`src/rtl/ssem_pkg.sv`:
```
// ----------------------------------------------------------------------------
// ssem_pkg
// Shared definitions for the store-side transfer logic: word and address
// geometry, instruction function codes, and the inward-transfer FSM state type.
// No ports (package).
// ----------------------------------------------------------------------------
package ssem_pkg;

    localparam int LINE_LENGTH         = 40;  // bits per store line / accumulator word
    localparam int ADDR_BITS           = 5;   // 32 store lines
    localparam int INSTR_FUNCTION_BITS = 6;   // width of the function staticisor
    localparam int BIT_CNT_BITS        = $clog2(LINE_LENGTH);

    // Function codes seen on the function staticisor
    localparam logic [INSTR_FUNCTION_BITS-1:0] INST_LDA = 6'b010000;
    localparam logic [INSTR_FUNCTION_BITS-1:0] INST_STA = 6'b010100;

    typedef enum logic [2:0] {
        ITU_IDLE   = 3'd0,
        ITU_ERASE  = 3'd1,
        ITU_WRITE  = 3'd2,
        ITU_VERIFY = 3'd3,
        ITU_DONE   = 3'd4
    } itu_state_t;

endpackage

```
`src/rtl/inward_transfer_unit_piso.sv`:
```
// ----------------------------------------------------------------------------
// itu_piso
// Parallel-load / serial-out register holding the word being stored, plus the
// bit counter that tracks the digit position within the line.
// The register rotates rather than shifts, so after LINE_LENGTH shifts it is
// back in its loaded order and can be replayed for a readback pass.
//
// Ports
//   clk      in   digit clock
//   rst_n    in   async active-low reset (clears register and counter)
//   load     in   capture data and zero the counter
//   data     in   [0:LINE_LENGTH-1] word, index 0 = least significant digit
//   shift    in   advance one digit (rotate, count up, saturate at LINE_LENGTH-1)
//   clear    in   zero the counter (a new pass begins next cycle)
//   bit_out  out  digit at the current position
//   last     out  counter is at LINE_LENGTH-1
// ----------------------------------------------------------------------------
module itu_piso
    import ssem_pkg::*;
(
    input  logic                   clk,
    input  logic                   rst_n,
    input  logic                   load,
    input  logic [0:LINE_LENGTH-1] data,
    input  logic                   shift,
    input  logic                   clear,
    output logic                   bit_out,
    output logic                   last
);

    localparam logic [BIT_CNT_BITS-1:0] LAST_IDX = BIT_CNT_BITS'(LINE_LENGTH - 1);

    logic [0:LINE_LENGTH-1]  shadow_q;
    logic [BIT_CNT_BITS-1:0] cnt_q;

    always_ff @(posedge clk or negedge rst_n) begin
        if (!rst_n) begin
            shadow_q <= '0;
            cnt_q    <= '0;
        end else if (load) begin
            shadow_q <= data;
            cnt_q    <= '0;
        end else begin
            // Rotate so digit k+1 moves to position 0 and digit 0 wraps to the end
            if (shift) begin
                shadow_q <= {shadow_q[1:LINE_LENGTH-1], shadow_q[0]};
            end
            if (clear) begin
                cnt_q <= '0;
            end else if (shift && (cnt_q != LAST_IDX)) begin
                cnt_q <= cnt_q + 1'b1;
            end
        end
    end

    assign bit_out = shadow_q[0];
    assign last    = (cnt_q == LAST_IDX);

endmodule

```
`src/rtl/inward_transfer_unit.sv`:
```
// ----------------------------------------------------------------------------
// inward_transfer_unit
// Store-direction transfer path: on an STA action beat it latches the
// accumulator word and the line address, erases the addressed store line and
// then writes the word bit-serially, least significant digit first.
//
// Optional feature macro: ITU_VERIFY_EN
//   defined   - a readback VERIFY pass of LINE_LENGTH cycles follows WRITE;
//               any mismatch sets the sticky w_VERIFY_ERR flag.
//   undefined - no VERIFY pass; w_MS_RE and w_VERIFY_ERR are held at 0.
//
// Ports
//   w_CLK          in   digit clock
//   w_RESET_N      in   async active-low reset
//   w_START        in   action-trigger pulse
//   w_PARA_ACTION  in   low during the action beat
//   b_FST          in   function staticisor
//   b_LST_out      in   line staticisor (store address)
//   b_A_DATA_OUT   in   accumulator word, index 0 = LSD
//   w_STOP         in   stop switch, aborts a transfer
//   w_MS_DATA_OUT  in   store serial read data (readback pass only)
//   b_MS_ADDR      out  latched line address
//   w_MS_ERASE     out  erase strobe for the addressed line
//   w_MS_WE        out  serial write enable
//   w_MS_DATA_IN   out  serial write data
//   w_MS_RE        out  serial read enable
//   w_BUSY         out  transfer in progress
//   w_DONE         out  one-cycle completion pulse
//   w_ABORTED      out  one-cycle pulse after a stop kills a transfer
//   w_VERIFY_ERR   out  sticky readback mismatch flag
// ----------------------------------------------------------------------------
module inward_transfer_unit
    import ssem_pkg::*;
(
    input  logic                           w_CLK,
    input  logic                           w_RESET_N,
    input  logic                           w_START,
    input  logic                           w_PARA_ACTION,
    input  logic [INSTR_FUNCTION_BITS-1:0] b_FST,
    input  logic [ADDR_BITS-1:0]           b_LST_out,
    input  logic [0:LINE_LENGTH-1]         b_A_DATA_OUT,
    input  logic                           w_STOP,
    input  logic                           w_MS_DATA_OUT,
    output logic [ADDR_BITS-1:0]           b_MS_ADDR,
    output logic                           w_MS_ERASE,
    output logic                           w_MS_WE,
    output logic                           w_MS_DATA_IN,
    output logic                           w_MS_RE,
    output logic                           w_BUSY,
    output logic                           w_DONE,
    output logic                           w_ABORTED,
    output logic                           w_VERIFY_ERR
);

    itu_state_t           state_q;
    itu_state_t           state_d;
    logic [ADDR_BITS-1:0] addr_q;
    logic                 aborted_q;

    logic start_ok;
    logic accept;
    logic abort_now;
    logic shift;
    logic clear_cnt;
    logic bit_out;
    logic last_bit;

    // The stop switch vetoes a start arriving in the same cycle
    assign start_ok = w_START & ~w_PARA_ACTION & (b_FST == INST_STA) & ~w_STOP;

    itu_piso u_piso (
        .clk     (w_CLK),
        .rst_n   (w_RESET_N),
        .load    (accept),
        .data    (b_A_DATA_OUT),
        .shift   (shift),
        .clear   (clear_cnt),
        .bit_out (bit_out),
        .last    (last_bit)
    );

    always_ff @(posedge w_CLK or negedge w_RESET_N) begin
        if (!w_RESET_N) begin
            state_q   <= ITU_IDLE;
            addr_q    <= '0;
            aborted_q <= 1'b0;
        end else begin
            state_q   <= state_d;
            aborted_q <= abort_now;
            if (accept) begin
                addr_q <= b_LST_out;
            end
        end
    end

    // Outputs are decoded from the registered state only, so an asynchronous
    // reset drops the store strobes immediately and they can never overlap.
    always_comb begin
        state_d      = state_q;
        accept       = 1'b0;
        abort_now    = 1'b0;
        shift        = 1'b0;
        clear_cnt    = 1'b0;
        w_MS_ERASE   = 1'b0;
        w_MS_WE      = 1'b0;
        w_MS_DATA_IN = 1'b0;
        w_MS_RE      = 1'b0;
        w_BUSY       = 1'b1;
        w_DONE       = 1'b0;

        unique case (state_q)
            ITU_IDLE: begin
                w_BUSY = 1'b0;
                if (start_ok) begin
                    accept  = 1'b1;
                    state_d = ITU_ERASE;
                end
            end

            ITU_ERASE: begin
                w_MS_ERASE = 1'b1;
                if (w_STOP) begin
                    abort_now = 1'b1;
                    state_d   = ITU_IDLE;
                end else begin
                    state_d = ITU_WRITE;
                end
            end

            ITU_WRITE: begin
                w_MS_WE      = 1'b1;
                w_MS_DATA_IN = bit_out;
                shift        = 1'b1;
                if (w_STOP) begin
                    abort_now = 1'b1;
                    state_d   = ITU_IDLE;
                end else if (last_bit) begin
                    // Restart the digit count for a possible readback pass
                    clear_cnt = 1'b1;
`ifdef ITU_VERIFY_EN
                    state_d = ITU_VERIFY;
`else
                    state_d = ITU_DONE;
`endif
                end
            end

`ifdef ITU_VERIFY_EN
            ITU_VERIFY: begin
                w_MS_RE = 1'b1;
                shift   = 1'b1;
                if (w_STOP) begin
                    abort_now = 1'b1;
                    state_d   = ITU_IDLE;
                end else if (last_bit) begin
                    state_d = ITU_DONE;
                end
            end
`endif

            ITU_DONE: begin
                w_DONE  = 1'b1;
                state_d = ITU_IDLE;
            end

            default: begin
                state_d = ITU_IDLE;
            end
        endcase
    end

    assign b_MS_ADDR = addr_q;
    assign w_ABORTED = aborted_q;

`ifdef ITU_VERIFY_EN
    logic verify_err_q;

    // Sticky until the next accepted start; the shadow register replays the
    // written word so each read digit is compared to what was sent.
    always_ff @(posedge w_CLK or negedge w_RESET_N) begin
        if (!w_RESET_N) begin
            verify_err_q <= 1'b0;
        end else if (accept) begin
            verify_err_q <= 1'b0;
        end else if (w_MS_RE && (w_MS_DATA_OUT != bit_out)) begin
            verify_err_q <= 1'b1;
        end
    end

    assign w_VERIFY_ERR = verify_err_q;
`else
    // Readback data has no consumer without the verify pass
    logic unused_ok;
    assign unused_ok    = w_MS_DATA_OUT;
    assign w_VERIFY_ERR = 1'b0;
`endif

endmodule

```
`config.mk`:
```
export PLATFORM = sky130hd
export DESIGN_NAME = inward_transfer_unit
export DESIGN_NICKNAME = d
export VERILOG_FILES = /design/src/rtl/ssem_pkg.sv /design/src/rtl/inward_transfer_unit_piso.sv /design/src/rtl/inward_transfer_unit.sv
export SDC_FILE = /design/constraint.sdc
export NUM_CORES = 1
export LEC_CHECK = 0
export ABC_AREA = 1
export CORE_UTILIZATION = 55
export DETAILED_ROUTE_END_ITERATION = 6
export DONT_BUFFER_PORTS = 1
export PLACE_DENSITY = 0.7
export SYNTH_ARGS = -nofsm -noshare
export SYNTH_HDL_FRONTEND = slang
export SYNTH_SLANG_ARGS = --single-unit
```
`constraint.sdc`:
```
create_clock -name w_CLK -period 1.88 [get_ports w_CLK]
set_input_delay 0.376 -clock w_CLK [delete_from_list [all_inputs] [get_ports w_CLK]]
set_output_delay 0.376 -clock w_CLK [all_outputs]
set_load 0.01 [all_outputs]
```
Yosys cells after proc, flatten, opt, wreduce, memory -nomap -nowiden
Cells that the tools add are included.

word-level totals
  output and inout bits = 13
  word-level logic and storage cells = 47
  register bits after elaboration = 55

cells by class
  muxes and demuxes = 22
  bitwise operators = 5
  $add $sub $neg = 1
  reduce and logical (&&, ||, !) cells = 6
  eq/ne operators = 8

operators by type and width
  operator                                                                count
  40-bit 2-to-1 mux                                                       2
  6-bit 2-to-1 mux                                                        3
  1-bit 2-to-1 mux                                                        12
  3-bit 2-to-1 mux                                                        3
  3-bit one-hot mux with 3 select lines                                   1
  6-bit by 1-bit adder with 6-bit output (second input constant)          1
  6-bit by 5-bit equality test with 1-bit output (second input constant)  1
  6-bit equality test (second input constant)                             1
  6-bit != test (second input constant)                                   1
  1-bit AND                                                               3
  3-bit by 1-bit equality test with 1-bit output (second input constant)  1
  3-bit by 2-bit equality test with 1-bit output (second input constant)  1
  3-bit equality test (second input constant)                             1
  3-bit zero test                                                         1
  3-bit != test (second input constant)                                   1
  3-bit nonzero test                                                      1
  2-bit 2-to-1 mux                                                        1
  2-bit != test (second input constant)                                   1
  1-bit NOT                                                               2
  2-bit AND reduction                                                     1
  2-bit nonzero test                                                      1
  2-bit OR reduction                                                      1
  1-bit logical AND                                                       1

Depth between registers and ports, before layout
  depth in word-level cells = 7
  gate-level depth with buffers = 9

By module
From an unflattened synthesis, not the netlist that was laid out.

unflattened totals
  cell total of the unflattened synthesis = 281
  area, all modules = 2602.5 µm²

modules (own cells, without submodules)
  module                area each (µm²)  times used  sequential area each (µm²)  cells each
  itu_piso              2134.5           1           1151.1                      225
  inward_transfer_unit  467.9            1           225.2                       56

Worst setup path before layout
OpenSTA, ideal clock, no wires.

  path kind = flip-flop to output port
  start = register state_q[0]
  end = output w_BUSY
  stages on the path, launching flop included = 4
  arrival = 1.078 ns
  required time = 1.504 ns
  path buffers = 1
  setup slack = 0.426 ns
  cells stage by stage = dfrtp_1 -> nor3_4 -> clkbuf_1 -> inv_1

between the ends
  cells in the longest elaborated chain, start to end = 2

RTL lines
  element                   RTL line                     RTL
  start: declaration        inward_transfer_unit.sv:55   itu_state_t state_q;
  start signal: assignment  inward_transfer_unit.sv:88   state_q <= state_d;
  3-bit zero test           inward_transfer_unit.sv:111  unique case (state_q)
  1-bit 2-to-1 mux          inward_transfer_unit.sv:111
  end: declaration          inward_transfer_unit.sv:49   output logic w_BUSY,

Every way passes these cells.

Final worst setup path
Ends and elaborated chain as after synthesis.

==> flow_metrics.env <==
export IMPL_final_nets=507
export IMPL_drv_cap=0
export IMPL_ios=70
export IMPL_grt_ovfl_total=0
export IMPL_fin_hold_ws_ps=171.0
export IMPL_cts_tree="yes"
export IMPL_cp_arrival_ps=1400
export IMPL_irDropWorstVdd_mv=0.4379
export IMPL_fillers=547
export IMPL_powerDensity_mw_per_mm2=758.3
export IMPL_routabilityCongestion=0.7559
export IMPL_antenna_found_initial=0
export IMPL_die_area_mm2=0.005962
export IMPL_cts_max_level=2
export IMPL_grt_max_degree=56
export IMPL_grt_pass1_vias=2571
export IMPL_yosysTopAreaCellShare_pct=44.23
export IMPL_clock_sinks=55
export IMPL_path_clk_slew_ps=90
export IMPL_grt_usage_pct=24.55
export IMPL_finalSetupTns_ps=0
export IMPL_postSynthAreaPerCell_um2=6.824
export IMPL_fp_dieW_um=77.22
export IMPL_status="completed"
export IMPL_netlist_area_mm2=0.003112
export IMPL_place_area_mm2=0.003209
export IMPL_start_util_pct=56.86
export IMPL_cp_start_kind="flip-flop"
export IMPL_drtAntennaViolNets=0
export IMPL_area_growth_pct=7.760
export IMPL_synth_top_area_cell="dfrtp_1"
export IMPL_core_region_area_mm2=0.005473
export IMPL_vias=2780
export IMPL_synth_cell_types=22
export IMPL_period_minus_slack_ps=1776
export IMPL_setup_viol=0
export IMPL_wl_mm=6.694
export IMPL_worst_setup_path_type="flip-flop to output pin"
export IMPL_yosysSeqAreaShare_pct=44.23
export IMPL_synth_area_leaders="dfrtp_1 44%, nand2_1 23%, nand4_1 8.2%"
export IMPL_hold_violations=0
export IMPL_cp_max_fo=14
export IMPL_final_max_slew_viol_count=0
export IMPL_clock_path_buffers=2
export IMPL_endpoint_kind="output pin"
export IMPL_synth_cells=456
export IMPL_drc=0
export IMPL_ys_ff_latch=55
export IMPL_yosysWarnings=0
export IMPL_dr_pass1_iters=4
export IMPL_port_buffers=0
export IMPL_drive_gt1_share_pct=6.459
export IMPL_wire_per_inst_um=12.85
export IMPL_drt_iter0_drc=250
export IMPL_hpwl_mm=4.346
export IMPL_rsz0062_at_grt="false"
export IMPL_hold_path_class="input port to flip-flop"
export IMPL_grt_first_pass_wirelength_mm=11.67
export IMPL_stdcell_area_mm2=0.003353
export IMPL_finalCritPeriodShare_pct=94.46
export IMPL_row_count=27
export IMPL_vias_per_cell=5.336
export IMPL_clock_skew_ps=6.318
export IMPL_n_antenna_cell=0
export IMPL_leakage_nw=1.950
export IMPL_dieHeight_um=77.22
export IMPL_timing_fmax_ghz=0.5631
export IMPL_cts_root_buf="clkbuf_8"
export IMPL_worst_skew_pair_late_latency_ps=310
export IMPL_required_ps=1500
export IMPL_cts_buffers=5
-- metrics by stage --
step	power, W	utilization, %	setup slack (ps)	instances
floorplan	0.001780	-	425.9	457
global placement	0.001832	58.64	291.3	510
detailed placement	0.001859	58.64	277.5	510
CTS	0.002562	61.00	22.56	519
global route	0.002693	61.27	17.10	521
finish	0.002543	61.27	104.1	521
-- where the power goes --
part / switching [W] / internal [W]
sequential: 0.000129 / 0.00140
clock: 0.000385 / 0.000290
combinational: 0.000192 / 0.000149
total: 0.000706 / 0.00184
-- cell families after synthesis --
kind of cell	Yosys count	synth area share (%)
xor gates and xnor gates	1	0.2815
buffers and inverters	88	11.22
adders and majority gates	1	0.4020
other	1	0.1205
and+or+nand+nor	305	42.86
DFF	55	44.23
AOI/OAI and AO/OA	5	0.8847
-- metal layers --
| layer | global-route usage (%) | part of all wire (%) | up-vias |
|---|---|---|---|
| met5 | 0 | 0 | - |
| met4 | 8.491 | 1.8 | 0 |
| met3 | 3.690 | 3.6 | 11 |
| met2 | 40.88 | 48 | 71 |
| met1 | 32.48 | 46 | 1290 |
| li1 | - | - | 1408 |
-- area by class of cell --
class / count / area [µm²] / area share (%)
Multi-Input combinational cell: 314 / 1410 / 42.05
Timing Repair Buffer: 17 / 175.2 / 5.224
Clock inverter: 1 / 5.005 / 0.1493
Sequential cell: 55 / 1376 / 41.04
Inverter: 56 / 214.0 / 6.381
Tap cell: 72 / 90.09 / 2.687
Clock buffer: 6 / 82.58 / 2.463
-- synth_stat cells, drive strengths merged --
cell type,number
a21boi,1
a21oi,2
buf,11
clkbuf,21
conb,1
dfrtp,55
ha,1
inv,56
nand2,194
nand3,49
nand3b,1
nand4,41
nor2,18
nor3,2
o21ai,2
xor2,1
-- final timing paths --
| check | from | end | slack, ps | depth (start not counted) |
|---|---|---|---|---|
| worst max-delay path | state_q[0] | w_BUSY | 100 | 3 |
| worst min-delay path | b_LST_out[1] | b_MS_ADDR[1] | 170 | 2 |
| worst max register to register | state_q[0] | u_piso.cnt_q[3] | 210 | 7 |
| worst min register to register | u_piso.shadow_q[7] | u_piso.shadow_q[7] | 510 | 2 |
| max in group asynchronous | w_RESET_N | state_q[1] | 1060 | 2 |
| min in group asynchronous | w_RESET_N | u_piso.cnt_q[5] | 560 | 2 |
-- registers in the layout, summed over array words and instances, names as in the netlist --
name             flops
u_piso.cnt_q         6
u_piso.shadow_q     40
b_MS_ADDR            5
w_ABORTED            1
state_q              3
-- cell usage in the layout, fill, tap and decap left out, types with 2 or more instances in the layout --
| cell type | n |
|---|---|
| a21oi_1 | 2 |
| buf_12 | 2 |
| buf_4 | 13 |
| clkbuf_8 | 6 |
| conb_1 | 2 |
| dfrtp_1 | 55 |
| inv_1 | 54 |
| nand2_1 | 194 |
| nand3_1 | 48 |
| nand4_1 | 41 |
| nor2_1 | 16 |
| nor2_4 | 2 |
| o21ai_0 | 2 |
-- timing repair --
item | CTS | global route
endpoints found under the setup margin | 2 | 2
hold endpoints to repair | 55 | 0
gates resized for setup | 1 | 0
pin swaps | 0 | 0
hold buffers | 2 | 0
setup buffers | 0 | 2
-- critical path: stages, from the launching register on --
cell,delay [ps]
dfrtp_1,440
nor3_4,300
buf_4,250
inv_1,100
(Power assumes the default switching activity.)
